==> src/rtl/preg_alloc_ctrl.sv <==
// preg_alloc_ctrl: sits between rename/commit and the single-port free list.
// It prefetches physical tags into a small FIFO so rename can take 0-2 tags
// per cycle with no latency, and funnels up to two commit frees per cycle
// through a free queue onto the free list's single free port.
module preg_alloc_ctrl #(
    parameter int PHYS_REGS = 64,
    parameter int PF_DEPTH  = 4,
    parameter int FQ_DEPTH  = 8
) (
    input  logic       clk,
    input  logic       reset,
    // rename side
    input  logic [1:0] ren_req,
    output logic       ren_ok,
    output logic [5:0] ren_phys0,
    output logic [5:0] ren_phys1,
    output logic       ren_stall,
    // commit side
    input  logic [1:0] cm_free_en,
    input  logic [5:0] cm_free_phys0,
    input  logic [5:0] cm_free_phys1,
    output logic       cm_ready,
    // free list side
    output logic       fl_alloc_en,
    input  logic [5:0] fl_alloc_phys,
    input  logic       fl_alloc_valid,
    output logic       fl_free_en,
    output logic [5:0] fl_free_phys,
    output logic       err_bad_free
);
    localparam int TAG_W = 6;
    localparam int PF_PW = $clog2(PF_DEPTH);
    localparam int PF_CW = PF_PW + 1;
    localparam int FQ_PW = $clog2(FQ_DEPTH);
    localparam int FQ_CW = FQ_PW + 1;

    // ---------------- prefetch buffer state ----------------
    logic [TAG_W-1:0] pf_mem_q [PF_DEPTH];
    logic [PF_PW-1:0] pf_head_q, pf_head_d, pf_tail_q, pf_tail_d, pf_head_nx;
    logic [PF_CW-1:0] pf_count_q, pf_count_d;
    logic             inflight_q, inflight_d;

    // ---------------- free queue state ----------------
    logic [TAG_W-1:0] fq_mem_q [FQ_DEPTH];
    logic [FQ_PW-1:0] fq_head_q, fq_head_d, fq_tail_q, fq_tail_d, fq_tail_nx;
    logic [FQ_CW-1:0] fq_count_q, fq_count_d;
    logic             err_bad_free_q, err_bad_free_d;

    // ---------------- combinational helpers ----------------
    logic [1:0]       req_eff;
    logic [1:0]       pf_pop_n;
    logic             pf_push;
    logic             alloc_room_ok;
    logic [TAG_W-1:0] free_tag [2];
    logic [1:0]       slot_req;
    logic [1:0]       slot_bad;
    logic [1:0]       fq_accept;
    logic             fq_pop;
    int               fq_room;

    assign free_tag[0] = cm_free_phys0;
    assign free_tag[1] = cm_free_phys1;

    // Per commit slot: a tag is queued only when it names a real register;
    // anything out of range is flagged instead.
    for (genvar gi = 0; gi < 2; gi++) begin : g_slot
        logic in_range;
        assign in_range     = int'(free_tag[gi]) < PHYS_REGS;
        assign slot_req[gi] = cm_free_en[gi] && in_range;
        assign slot_bad[gi] = cm_free_en[gi] && !in_range;
    end

    assign pf_head_nx = pf_head_q + PF_PW'(1);
    assign fq_tail_nx = fq_tail_q + FQ_PW'(1);

    // Keep at most PF_DEPTH tags owned (held + outstanding) so a response
    // always has a slot waiting for it.
    assign alloc_room_ok = (int'(pf_count_q) + int'(inflight_q) + 1) <= PF_DEPTH;
    assign fl_alloc_en   = !reset && alloc_room_ok;
    assign pf_push       = inflight_q && fl_alloc_valid;

    // Rename grant: all-or-nothing on the requested slots; 2'b10 acts as idle.
    always_comb begin
        req_eff  = (ren_req == 2'b10) ? 2'b00 : ren_req;
        ren_ok   = 1'b0;
        pf_pop_n = 2'd0;
        if (!reset) begin
            unique case (req_eff)
                2'b01:   ren_ok = (pf_count_q >= PF_CW'(1));
                2'b11:   ren_ok = (pf_count_q >= PF_CW'(2));
                default: ren_ok = 1'b1;
            endcase
            if (ren_ok) begin
                pf_pop_n = (req_eff == 2'b11) ? 2'd2 : ((req_eff == 2'b01) ? 2'd1 : 2'd0);
            end
        end
    end

    assign ren_stall = !reset && (ren_req != 2'b00) && !ren_ok;
    assign ren_phys0 = reset ? '0 : pf_mem_q[pf_head_q];
    assign ren_phys1 = reset ? '0 : pf_mem_q[pf_head_nx];

    // Free queue admission: slot 0 first, anything beyond the free space is dropped.
    always_comb begin
        fq_room      = FQ_DEPTH - int'(fq_count_q);
        fq_accept[0] = slot_req[0] && (fq_room >= 1);
        fq_accept[1] = slot_req[1] && (fq_room >= (fq_accept[0] ? 2 : 1));
    end

    assign fq_pop       = (fq_count_q != '0);
    assign fl_free_en   = !reset && fq_pop;
    assign fl_free_phys = reset ? '0 : fq_mem_q[fq_head_q];
    assign cm_ready     = reset || ((FQ_DEPTH - int'(fq_count_q)) >= 2);
    assign err_bad_free = err_bad_free_q;

    // Next-state for pointers, counts, the inflight flag and the sticky error.
    always_comb begin
        inflight_d     = fl_alloc_en;
        pf_head_d      = pf_head_q + PF_PW'(pf_pop_n);
        pf_tail_d      = pf_tail_q + PF_PW'(pf_push);
        pf_count_d     = pf_count_q + PF_CW'(pf_push) - PF_CW'(pf_pop_n);
        fq_head_d      = fq_head_q + FQ_PW'(fq_pop);
        fq_tail_d      = fq_tail_q + FQ_PW'(fq_accept[0]) + FQ_PW'(fq_accept[1]);
        fq_count_d     = fq_count_q + FQ_CW'(fq_accept[0]) + FQ_CW'(fq_accept[1])
                         - FQ_CW'(fq_pop);
        err_bad_free_d = err_bad_free_q | (|slot_bad);
    end

    // Control state register with synchronous reset.
    always_ff @(posedge clk) begin
        if (reset) begin
            pf_head_q      <= '0;
            pf_tail_q      <= '0;
            pf_count_q     <= '0;
            inflight_q     <= 1'b0;
            fq_head_q      <= '0;
            fq_tail_q      <= '0;
            fq_count_q     <= '0;
            err_bad_free_q <= 1'b0;
        end else begin
            pf_head_q      <= pf_head_d;
            pf_tail_q      <= pf_tail_d;
            pf_count_q     <= pf_count_d;
            inflight_q     <= inflight_d;
            fq_head_q      <= fq_head_d;
            fq_tail_q      <= fq_tail_d;
            fq_count_q     <= fq_count_d;
            err_bad_free_q <= err_bad_free_d;
        end
    end

    // Storage writes: captured alloc response into the prefetch tail,
    // accepted commit frees into the free queue tail (slot 0 ahead of slot 1).
    always_ff @(posedge clk) begin
        if (!reset && pf_push) begin
            pf_mem_q[pf_tail_q] <= fl_alloc_phys;
        end
        if (!reset && fq_accept[0]) begin
            fq_mem_q[fq_tail_q] <= free_tag[0];
        end
        if (!reset && fq_accept[1]) begin
            fq_mem_q[fq_accept[0] ? fq_tail_nx : fq_tail_q] <= free_tag[1];
        end
    end

    // Protocol checks on the callers: no lone slot-1 rename, no frees without cm_ready.
    always_ff @(posedge clk) begin
        if (!reset) begin
            assert (ren_req != 2'b10);
            assert (cm_ready || (cm_free_en == 2'b00));
        end
    end

endmodule

==> config.mk <==
export PLATFORM = sky130hd
export DESIGN_NAME = preg_alloc_ctrl
export DESIGN_NICKNAME = d
export VERILOG_FILES = /design/src/rtl/preg_alloc_ctrl.sv
export SDC_FILE = /design/constraint.sdc
export NUM_CORES = 1
export LEC_CHECK = 0
export ABC_AREA = 1
export CAP_MARGIN = 15
export CORE_MARGIN = 2
export CORE_UTILIZATION = 50
export CTS_CLUSTER_DIAMETER = 80
export DETAILED_ROUTE_END_ITERATION = 12
export DONT_BUFFER_PORTS = 1
export PLACE_DENSITY = 0.71
export SLEW_MARGIN = 0
export SYNTH_ARGS = -nofsm -noshare
export SYNTH_HDL_FRONTEND = slang
export SYNTH_SLANG_ARGS = --single-unit
==> constraint.sdc <==
create_clock -name clk -period 2.9 [get_ports clk]
set_input_delay 0.58 -clock clk [delete_from_list [all_inputs] [get_ports clk]]
set_output_delay 0.58 -clock clk [all_outputs]
set_load 0.02 [all_outputs]
# Word-level counts from Yosys, hierarchy flattened
# Memories as Yosys holds them, arrays and structs flattened. A register that Yosys moved wholly into a read port is not among the register bits.
# Index checks and enable logic that the tools add are counted.
[word_totals]
inputBits = 25
regBits = 18
mem_count = 2
out_inout_bits = 24
ram_bits = 72
elab_cells = 69
[mem_list]
columns = ["name", "depth", "word_bits", "read_ports", "rd_clocked_by_memory_dff", "wr", "line", "rtl"]
rows = [
  ["fq_mem_q", 8, 6, 1, 1, 2, "44", "logic [TAG_W-1:0] fq_mem_q [FQ_DEPTH];"],
  ["pf_mem_q", 4, 6, 2, 1, 1, "38", "logic [TAG_W-1:0] pf_mem_q [PF_DEPTH];"],
]
[classes]
reduce_logical = 15
eq_ne = 3
n_addsub = 15
mux = 21
order_cmp = 6
[op_table]
columns = ["cell", "n"]
rows = [
  ["$mux 6", 3],
  ["$add 3x1->3", 4],
  ["$mux 2", 6],
  ["$logic_and 1x1->1", 10],
  ["$mux 1", 9],
  ["$add 4x1->4", 2],
  ["$mux 3", 2],
  ["$add 4x1->5 const B", 1],
  ["$ge 5x2->1 const B", 1],
  ["$ge 5x3->1", 1],
  ["$ge 5x3->1 const B", 1],
  ["$le 5x3->1 const B", 1],
  ["$sub 4x4->5 const A", 1],
  ["$add 3x1->4", 1],
  ["$eq 2x2->1 const B", 2],
  ["$reduce_bool 4->1", 1],
  ["$sub 4x1->4", 1],
  ["$add 3x1->3 const B", 1],
  ["$ge 3x1->1 const B", 1],
  ["$ge 3x2->1 const B", 1],
  ["$sub 3x2->3", 1],
  ["$add 2x1->2", 1],
  ["$add 2x1->2 const B", 1],
  ["$add 2x2->2", 1],
  ["other kinds (5)", 6],
]

# Depth between registers and ports, before layout
# Gate-level depths: netlist of run 1.
[depth]
ltp_word = 9
depth_mapped = 22
ltp_nobuf = 22

# Worst setup path after synthesis of run 1
# No wires, ideal clock.
[synth_path]
path_kind = "register -> register"
start = "reg fq_count_q[1]"
end = "mem fq_mem_q[5][0], enable pin"
stages_incl_launch_ff = 18
t_required_ns = 2.523
synth_period_minus_slack_ns = 3.047
arrival_ns = 2.670
setup_slack_ns = -0.147
setup_time_ns = 0.377
n_path_buf = 0
path_cell_list = "dfxtp_1 > inv_1 > ha_1 > inv_1 > nand2_1 > nand2_2 > nand4_1 > nand3_4 > nand2_4 > ha_1 > nand3_1 > o211ai_1 > nand2_1 > nand2_1 > nand3_2 > nor2_8 > nand2_1 > o21ai_0"
[synth_lines]
columns = ["element", "line", "rtl"]
rows = [
  ["start: declaration", "46", "logic [FQ_CW-1:0] fq_count_q, fq_count_d;"],
  ["start signal: assignment", "147", "fq_count_q <= fq_count_d;"],
  ["end: declaration", "44", ""],
]

# Worst setup path in the final report of run 1
[layout_path]
start = "reg fq_count_q[1]"
end = "reg fq_count_q[1]"
[layout_between]
elab_chain_len = 8
word_cells_on_any_way = 10
cone_classes = "4 x add/sub; 2 x order compare; 1 x mux; 3 x reduce/logical"
[layout_lines]
columns = ["element", "line", "rtl"]
rows = [
  ["$sub 4x4->5", "105", "fq_room = FQ_DEPTH - int'(fq_count_q);"],
  ["$ge 5x2->1", "106", "fq_accept[0] = slot_req[0] && (fq_room >= 1);"],
  ["$logic_and 1x1->1", "106", ""],
  ["$mux 2", "107", "fq_accept[1] = slot_req[1] && (fq_room >= (fq_accept[0] ? 2 : 1));"],
  ["$ge 5x3->1", "107", ""],
  ["$logic_and 1x1->1", "107", ""],
  ["$add 4x1->4", "124", "fq_count_d = fq_count_q + FQ_CW'(fq_accept[0]) + FQ_CW'(fq_accept[1])"],
  ["$sub 4x1->4 (*)", "125", "- FQ_CW'(fq_pop);"],
  ["named net fq_count_d[1]", "46", ""],
]
# Mark *: on every way through the listed nets, which the timed path passes. The rest lies on a longest branch.
# A chain may end at the register's enable or synchronous reset.

==> results of run 1 <==
-- timing repair --
item | 4_1_cts | 5_1_grt
endpoints found under the setup margin | 9 | 100
pin swaps | 3 | 20
gates cloned | 0 | 0
gates resized for setup | 7 | 62
setup buffers | 0 | 8
-- layout by cell type, fill, tap and decap left out, types with 8 or more instances in the layout --
master and n:
dfxtp_1 15, o21ai_0 46, ha_1 20, edfxtp_1 72
a31oi_1 12, nand2_4 10, clkbuf_8 9, nand2_2 30
nor2_1 72, nand3_1 58, buf_4 32, inv_1 45
inv_2 8, buf_6 14, nand2_1 124, a21oi_1 14
-- state kept, by name, summed over array words and instances (netlist names) --
signal      cells
fq_count_q      4
fq_head_q       3
fq_mem_q       48
fq_tail_q       3
inflight_q      1
pf_count_q      3
pf_head_q       2
pf_mem_q       24
pf_tail_q       2
-- final cells by class --
class / count / share of cell area, %
clock buffer: 10 / 2.11
clock inverter: 6 / 1.61
inverter: 55 / 3.49
multi-input combinational: 445 / 41.8
sequential: 90 / 41.7
tap: 136 / 2.81
timing repair buffer: 46 / 6.56
-- worst register-to-register path: stages (launching register included) --
cell	delay [ns]
dfxtp_2	0.36
inv_4	0.05
ha_4	0.17
inv_2	0.06
nand2_2	0.05
nand2_2	0.09
nand4_1	0.16
nand3_4	0.11
nand2_4	0.06
ha_4	0.26
nand3_2	0.06
o211ai_1	0.15
nand2_1	0.08
nand2_2	0.11
nand2_2	0.07
fa_2	0.34
inv_2	0.08
fa_1	0.38
inv_1	0.06
nor2_1	0.03
-- synthesized netlist by cell type, drive strengths merged --
cell / n
nand2: 164
nor2: 78
edfxtp: 72
nand3: 62
inv: 55
o21ai: 55
ha: 22
buf: 21
dfxtp: 18
clkbuf: 16
a21oi: 15
a31oi: 12
nor3: 6
o211ai: 6
o22ai: 6
fa: 4
xnor2: 4
xor2: 4
nand4: 2
a211oi: 1
a22oi: 1
conb: 1
o21a: 1
o311ai: 1
-- through the flow --
step / power [W] / hold slack [ns] / instance area [um2] / utilization (%) / TNS (ns)
floorplan: 0.00355 / 0.475 / 5320 / - / 0
global placement: 0.00396 / 0.497 / 5580 / 54.1 / 0
detailed placement: 0.00408 / 0.501 / 5580 / 54.1 / -0.267
CTS: 0.00506 / 0.265 / 5820 / 56.4 / -0.311
global route: 0.00564 / 0.251 / 6060 / 58.7 / -2.93
finish: 0.00526 / 0.282 / 6060 / 58.7 / 0
-- power breakdown --
group / switching [W] / internal, W / leakage, nW / total, W
logic: 0.00163 / 0.000919 / 1.71 / 0.00255
clock network: 0.000468 / 0.000498 / 0.113 / 0.000966
registers: 0.000138 / 0.00161 / 0.800 / 0.00174
total: 0.00224 / 0.00302 / 2.62 / 0.00526
-- cells by family (layout without fill, tap and decap cells) --
family / count (synthesis) / after routing / share of synthesized area, %
flops: 90 / 90 / 47.7
buf+inv: 92 / 117 / 7.71
compound gates: 98 / 98 / 10.2
fa+ha+maj: 26 / 26 / 6.71
other cells: 1 / 1 / 0.0709
xor+xnor: 8 / 8 / 1.32
simple gates: 312 / 312 / 26.3
-- final timing paths --
path / start / to / slack [ns] / cells past startpoint
max reg2reg: fq_count_q[1] / fq_count_q[1] / 0.06 / 19
max: fq_count_q[1] / fq_count_q[1] / 0.06 / 19
min reg2reg: fq_head_q[2] / fq_head_q[2] / 0.53 / 2
min: reset / fq_count_q[1] / 0.28 / 1
-- layer usage --
metal  GRT usage [%]  wire length, um
met3            5.90             1090
met1            28.2             5110
met5               0                0
met2            38.2             6220
met4            6.31              178
==> flow_metrics.env, run 1 <==
export IMPL_status="finished clean"
export IMPL_grt_first_pass_wirelength_mm=20.2
export IMPL_die_h_um=107
export IMPL_ys_seq_area_share_pct=47.7
export IMPL_place_detailed_hpwl_mm=9.18
export IMPL_tightest_slew_ns=0.659
export IMPL_die_x_um=107
export IMPL_cts_sinks=90
export IMPL_cp_cell_sequence="inv_4 > ha_4 > inv_2 > nand2_2 > nand2_2 > nand4_1 > nand3_4 > nand2_4 > ha_4 > nand3_2 > o211ai_1 > nand2_1 > nand2_2 > nand2_2 > fa_2 > inv_2 > fa_1 > inv_1 > nor2_1"
export IMPL_grt_total_usage_pct=22.4
export IMPL_power_density_nw_per_um2=868
export IMPL_place_gp_congestion=0.905
export IMPL_grt_overflow=0
export IMPL_slew_viol_final=0
export IMPL_synth_top_area_share_pct=40.9
export IMPL_endpoint_kind="register"
export IMPL_ys_types=34
export IMPL_ys_seq_elements=90
export IMPL_finalHoldViolCount=0
export IMPL_post_route_period_util_pct=97.9
export IMPL_cts_hold_buf=0
export IMPL_clk_pin_slew_ns=0.09
export IMPL_cts_max_level=3
export IMPL_criticalPathCategory="reg -> reg"
export IMPL_clk_path_buf_depth=2
export IMPL_clkLatencyLatePin_ns=0.36
export IMPL_grt_start_max_net_pins=35
export IMPL_layout_cells_non_filler=788
export IMPL_fillers=876
export IMPL_worst_slack_ns=0.0611
export IMPL_antenna_found_initial=0
export IMPL_syn_area_per_cell_um2=8.44
export IMPL_critical_path_peak_fanout=6
export IMPL_finalSetupViolations=0
export IMPL_route_vias_total=4442
export IMPL_crit_top_cell="nand2_2"
export IMPL_synth_area_leaders="edfxtp_1 (41%), nand2_1 (11%), dfxtp_1 (6.8%)"
export IMPL_drt_iter0_markers=456
export IMPL_grt_pass1_vias=4166
export IMPL_wl_per_cell_um=16.0
export IMPL_arrival_ns=3.10
export IMPL_seq_area_um2=2530
export IMPL_areaGrowthSynthToFinish_pct=14.5
export IMPL_core_area_um2=10300
export IMPL_syn_nets=678
export IMPL_syn_area_um2=5290
export IMPL_cts_inserted_buffers=9
export IMPL_min_period_ns=2.84
export IMPL_hp_class="in -> reg"
export IMPL_synth_largest_area_cell="edfxtp_1"
export IMPL_syn_inst=627
export IMPL_multi_input_area_um2=2530
export IMPL_place_inst=765
export IMPL_design_die_area_um2=11400
export IMPL_critPathMaxStageDelay_ns=0.38
export IMPL_portBuffers=0
export IMPL_cts_root_buf="clkbuf_8"
export IMPL_nets=698
export IMPL_slowest_stage="fa_1"
export IMPL_power_leakage_nw=2.62
export IMPL_max_cap_violations=0
export IMPL_ioPinCount=49
export IMPL_post_place_ws_ns=-0.0907
export IMPL_num_rows=37
export IMPL_route_detailed_drc=0
export IMPL_critPathBufInv=4
export IMPL_drt_wl_total_mm=12.6
export IMPL_initial_core_util_pct=51.3
export IMPL_cp_top_family="adder cells"
export IMPL_critPathLaunchType="register"
export IMPL_skew_ns=0.0125
export IMPL_vias_per_cell=5.64
export IMPL_slew_limit_headroom_pct=55.6
export IMPL_cts_tree="built"
export IMPL_peakVddDrop_uv=361
export IMPL_dr_pass1_iters=5
export IMPL_diodes=0
export IMPL_required_ns=3.16
export IMPL_max_freq_ghz=0.352
export IMPL_rsz0062_at_grt="true"
export IMPL_ys_warn_count=0
export IMPL_antenna_left=0
export IMPL_drive_above_1_share_pct=20.6
Power figures use the tool's default switching activity.
==> run 2, diff against run 1 <==
- PLACE_DENSITY: 0.71 -> 0.68
==> flow_metrics.env, run 2 (synthesis gave the netlist of run 1 again) <==
export IMPL_ioPinCount=49
export IMPL_cts_tree="built"
export IMPL_grt_use_met1_pct=28.6
export IMPL_antenna_found_initial=0
export IMPL_drt_iter0_markers=366
export IMPL_criticalPathCategory="reg -> reg"
export IMPL_drive_above_1_share_pct=25.3
export IMPL_slew_limit_headroom_pct=57.8
export IMPL_place_detailed_hpwl_mm=9.06
export IMPL_tightest_slew_ns=0.626
export IMPL_skew_ns=0.00682
export IMPL_placed_area_um2=5580
export IMPL_place_gp_congestion=0.900
export IMPL_areaGrowthSynthToFinish_pct=17.1
export IMPL_portBuffers=0
export IMPL_fillers=848
export IMPL_max_cap_violations=0
export IMPL_finalHoldViolCount=0
export IMPL_required_ns=3.16
export IMPL_vias_per_cell=5.63
export IMPL_min_period_ns=2.87
export IMPL_antenna_left=0
export IMPL_slew_viol_final=0
export IMPL_grt_pass1_vias=4157
export IMPL_grt_first_pass_wirelength_mm=20.1
export IMPL_grtUsageMet3_pct=4.98
export IMPL_grtUsageMet2_pct=37.6
export IMPL_finalSetupViolations=0
export IMPL_nets=708
export IMPL_clk_pin_slew_ns=0.09
export IMPL_stdcell_area_um2=6200
export IMPL_cts_inserted_buffers=9
export IMPL_fin_util_pct=60.0
export IMPL_clk_path_buf_depth=2
export IMPL_final_common_cell="nand2_1"
export IMPL_critPathLaunchType="register"
export IMPL_initial_core_util_pct=51.3
export IMPL_diodes=0
export IMPL_grt_total_usage_pct=22.4
export IMPL_num_rows=37
export IMPL_dr_pass1_iters=5
export IMPL_die_x_um=107
export IMPL_die_h_um=107
export IMPL_design_die_area_um2=11400
export IMPL_top_regs="fq_mem_q x48, pf_mem_q x24, fq_count_q x4"
export IMPL_layout_cells_non_filler=797
export IMPL_largest_register="fq_mem_q"
export IMPL_power_leakage_nw=2.62
export IMPL_critical_path_peak_fanout=6
export IMPL_wl_per_cell_um=16.2
export IMPL_busiest_layer="met2"
export IMPL_cts_sinks=90
export IMPL_route_vias_total=4486
export IMPL_power_density_nw_per_um2=864
export IMPL_endpoint_kind="register"
export IMPL_post_route_period_util_pct=99.0
export IMPL_peakVddDrop_uv=346
export IMPL_cts_root_buf="clkbuf_8"
export IMPL_largest_reg_flops=48
export IMPL_cts_max_level=3
export IMPL_grt_start_max_net_pins=35
export IMPL_grt_overflow=0
export IMPL_status="finished clean"
export IMPL_arrival_ns=3.13
export IMPL_final_cell_mix="nand2_1 (105), nor2_1 (72), edfxtp_1 (72)"
export IMPL_drt_wl_total_mm=12.9
export IMPL_rsz0062_at_grt="true"
export IMPL_place_inst=765
export IMPL_route_detailed_drc=0
export IMPL_hp_class="in -> reg"
export IMPL_clkLatencyLatePin_ns=0.36
export IMPL_cts_hold_buf=0
export IMPL_core_area_um2=10300
export IMPL_finalSetupTns_ns=0
export IMPL_max_freq_ghz=0.348
==> run 2: routing by layer <==
| metal | vias to the layer above | routed length (um) | part of all wire [%] |
|---|---|---|---|
| li1 | 2154 | - | - |
| met3 | 23 | 863 | 6.7 |
| met1 | 2108 | 5540 | 43 |
| met4 | 0 | 240 | 1.9 |
| met5 | - | 0 | 0 |
| met2 | 201 | 6310 | 49 |
==> run 2: metrics by stage <==
stage,setup slack [ns],hold slack (ns),total power (W)
5_1_grt,-0.150,0.259,0.00575
2_1_floorplan,0.00556,0.475,0.00355
3_3_place_gp,0.0555,0.501,0.00398
3_5_place_dp,-0.0904,0.510,0.00407
6_report,0.0291,0.282,0.00536
4_1_cts,-0.0105,0.268,0.00504
==> run 2: path summary, 6_finish.rpt <==
path,slack (ns),startpoint,cells after the start,to
setup / recovery,0.03,fq_count_q[1],19,fq_count_q[1]
hold / removal,0.28,reset,1,fq_count_q[1]
setup reg to reg,0.03,fq_count_q[1],19,fq_count_q[1]
hold reg to reg,0.53,pf_count_q[2],1,pf_count_q[2]
==> run 2: cell type report <==
type	count	area [um2]	area share, %
Clock buffer	9	124	2.00
Clock inverter	6	90.1	1.45
Inverter	55	211	3.41
Sequential cell	90	2530	40.8
Multi-Input combinational cell	446	2620	42.2
Tap cell	136	170	2.75
Timing Repair Buffer	55	458	7.39
==> run 2: critical path: stages, from the launching register on <==
cell	delay (ns)
dfxtp_2	0.36
inv_4	0.05
ha_4	0.17
inv_2	0.07
nand2_2	0.05
nand2_2	0.09
nand4_1	0.16
nand3_4	0.12
nand2_4	0.07
ha_4	0.27
nand3_2	0.07
o211ai_1	0.17
nand2_1	0.08
nand2_2	0.10
nand2_2	0.07
fa_2	0.33
inv_2	0.07
fa_1	0.38
inv_1	0.06
nor2_1	0.03
==> run 2: what timing repair did <==
action / in CTS / in global routing
gates cloned: 1 / 1
setup endpoints to repair: 28 / 100
pin swaps: 3 / 25
gates resized for setup: 8 / 85
setup buffers: 1 / 14
==> run 2: where the power goes <==
group / internal [W] / switching (W) / total [W]
Clock: 0.000483 / 0.000446 / 0.000929
Sequential: 0.00161 / 0.000142 / 0.00175
Combinational: 0.00100 / 0.00168 / 0.00268
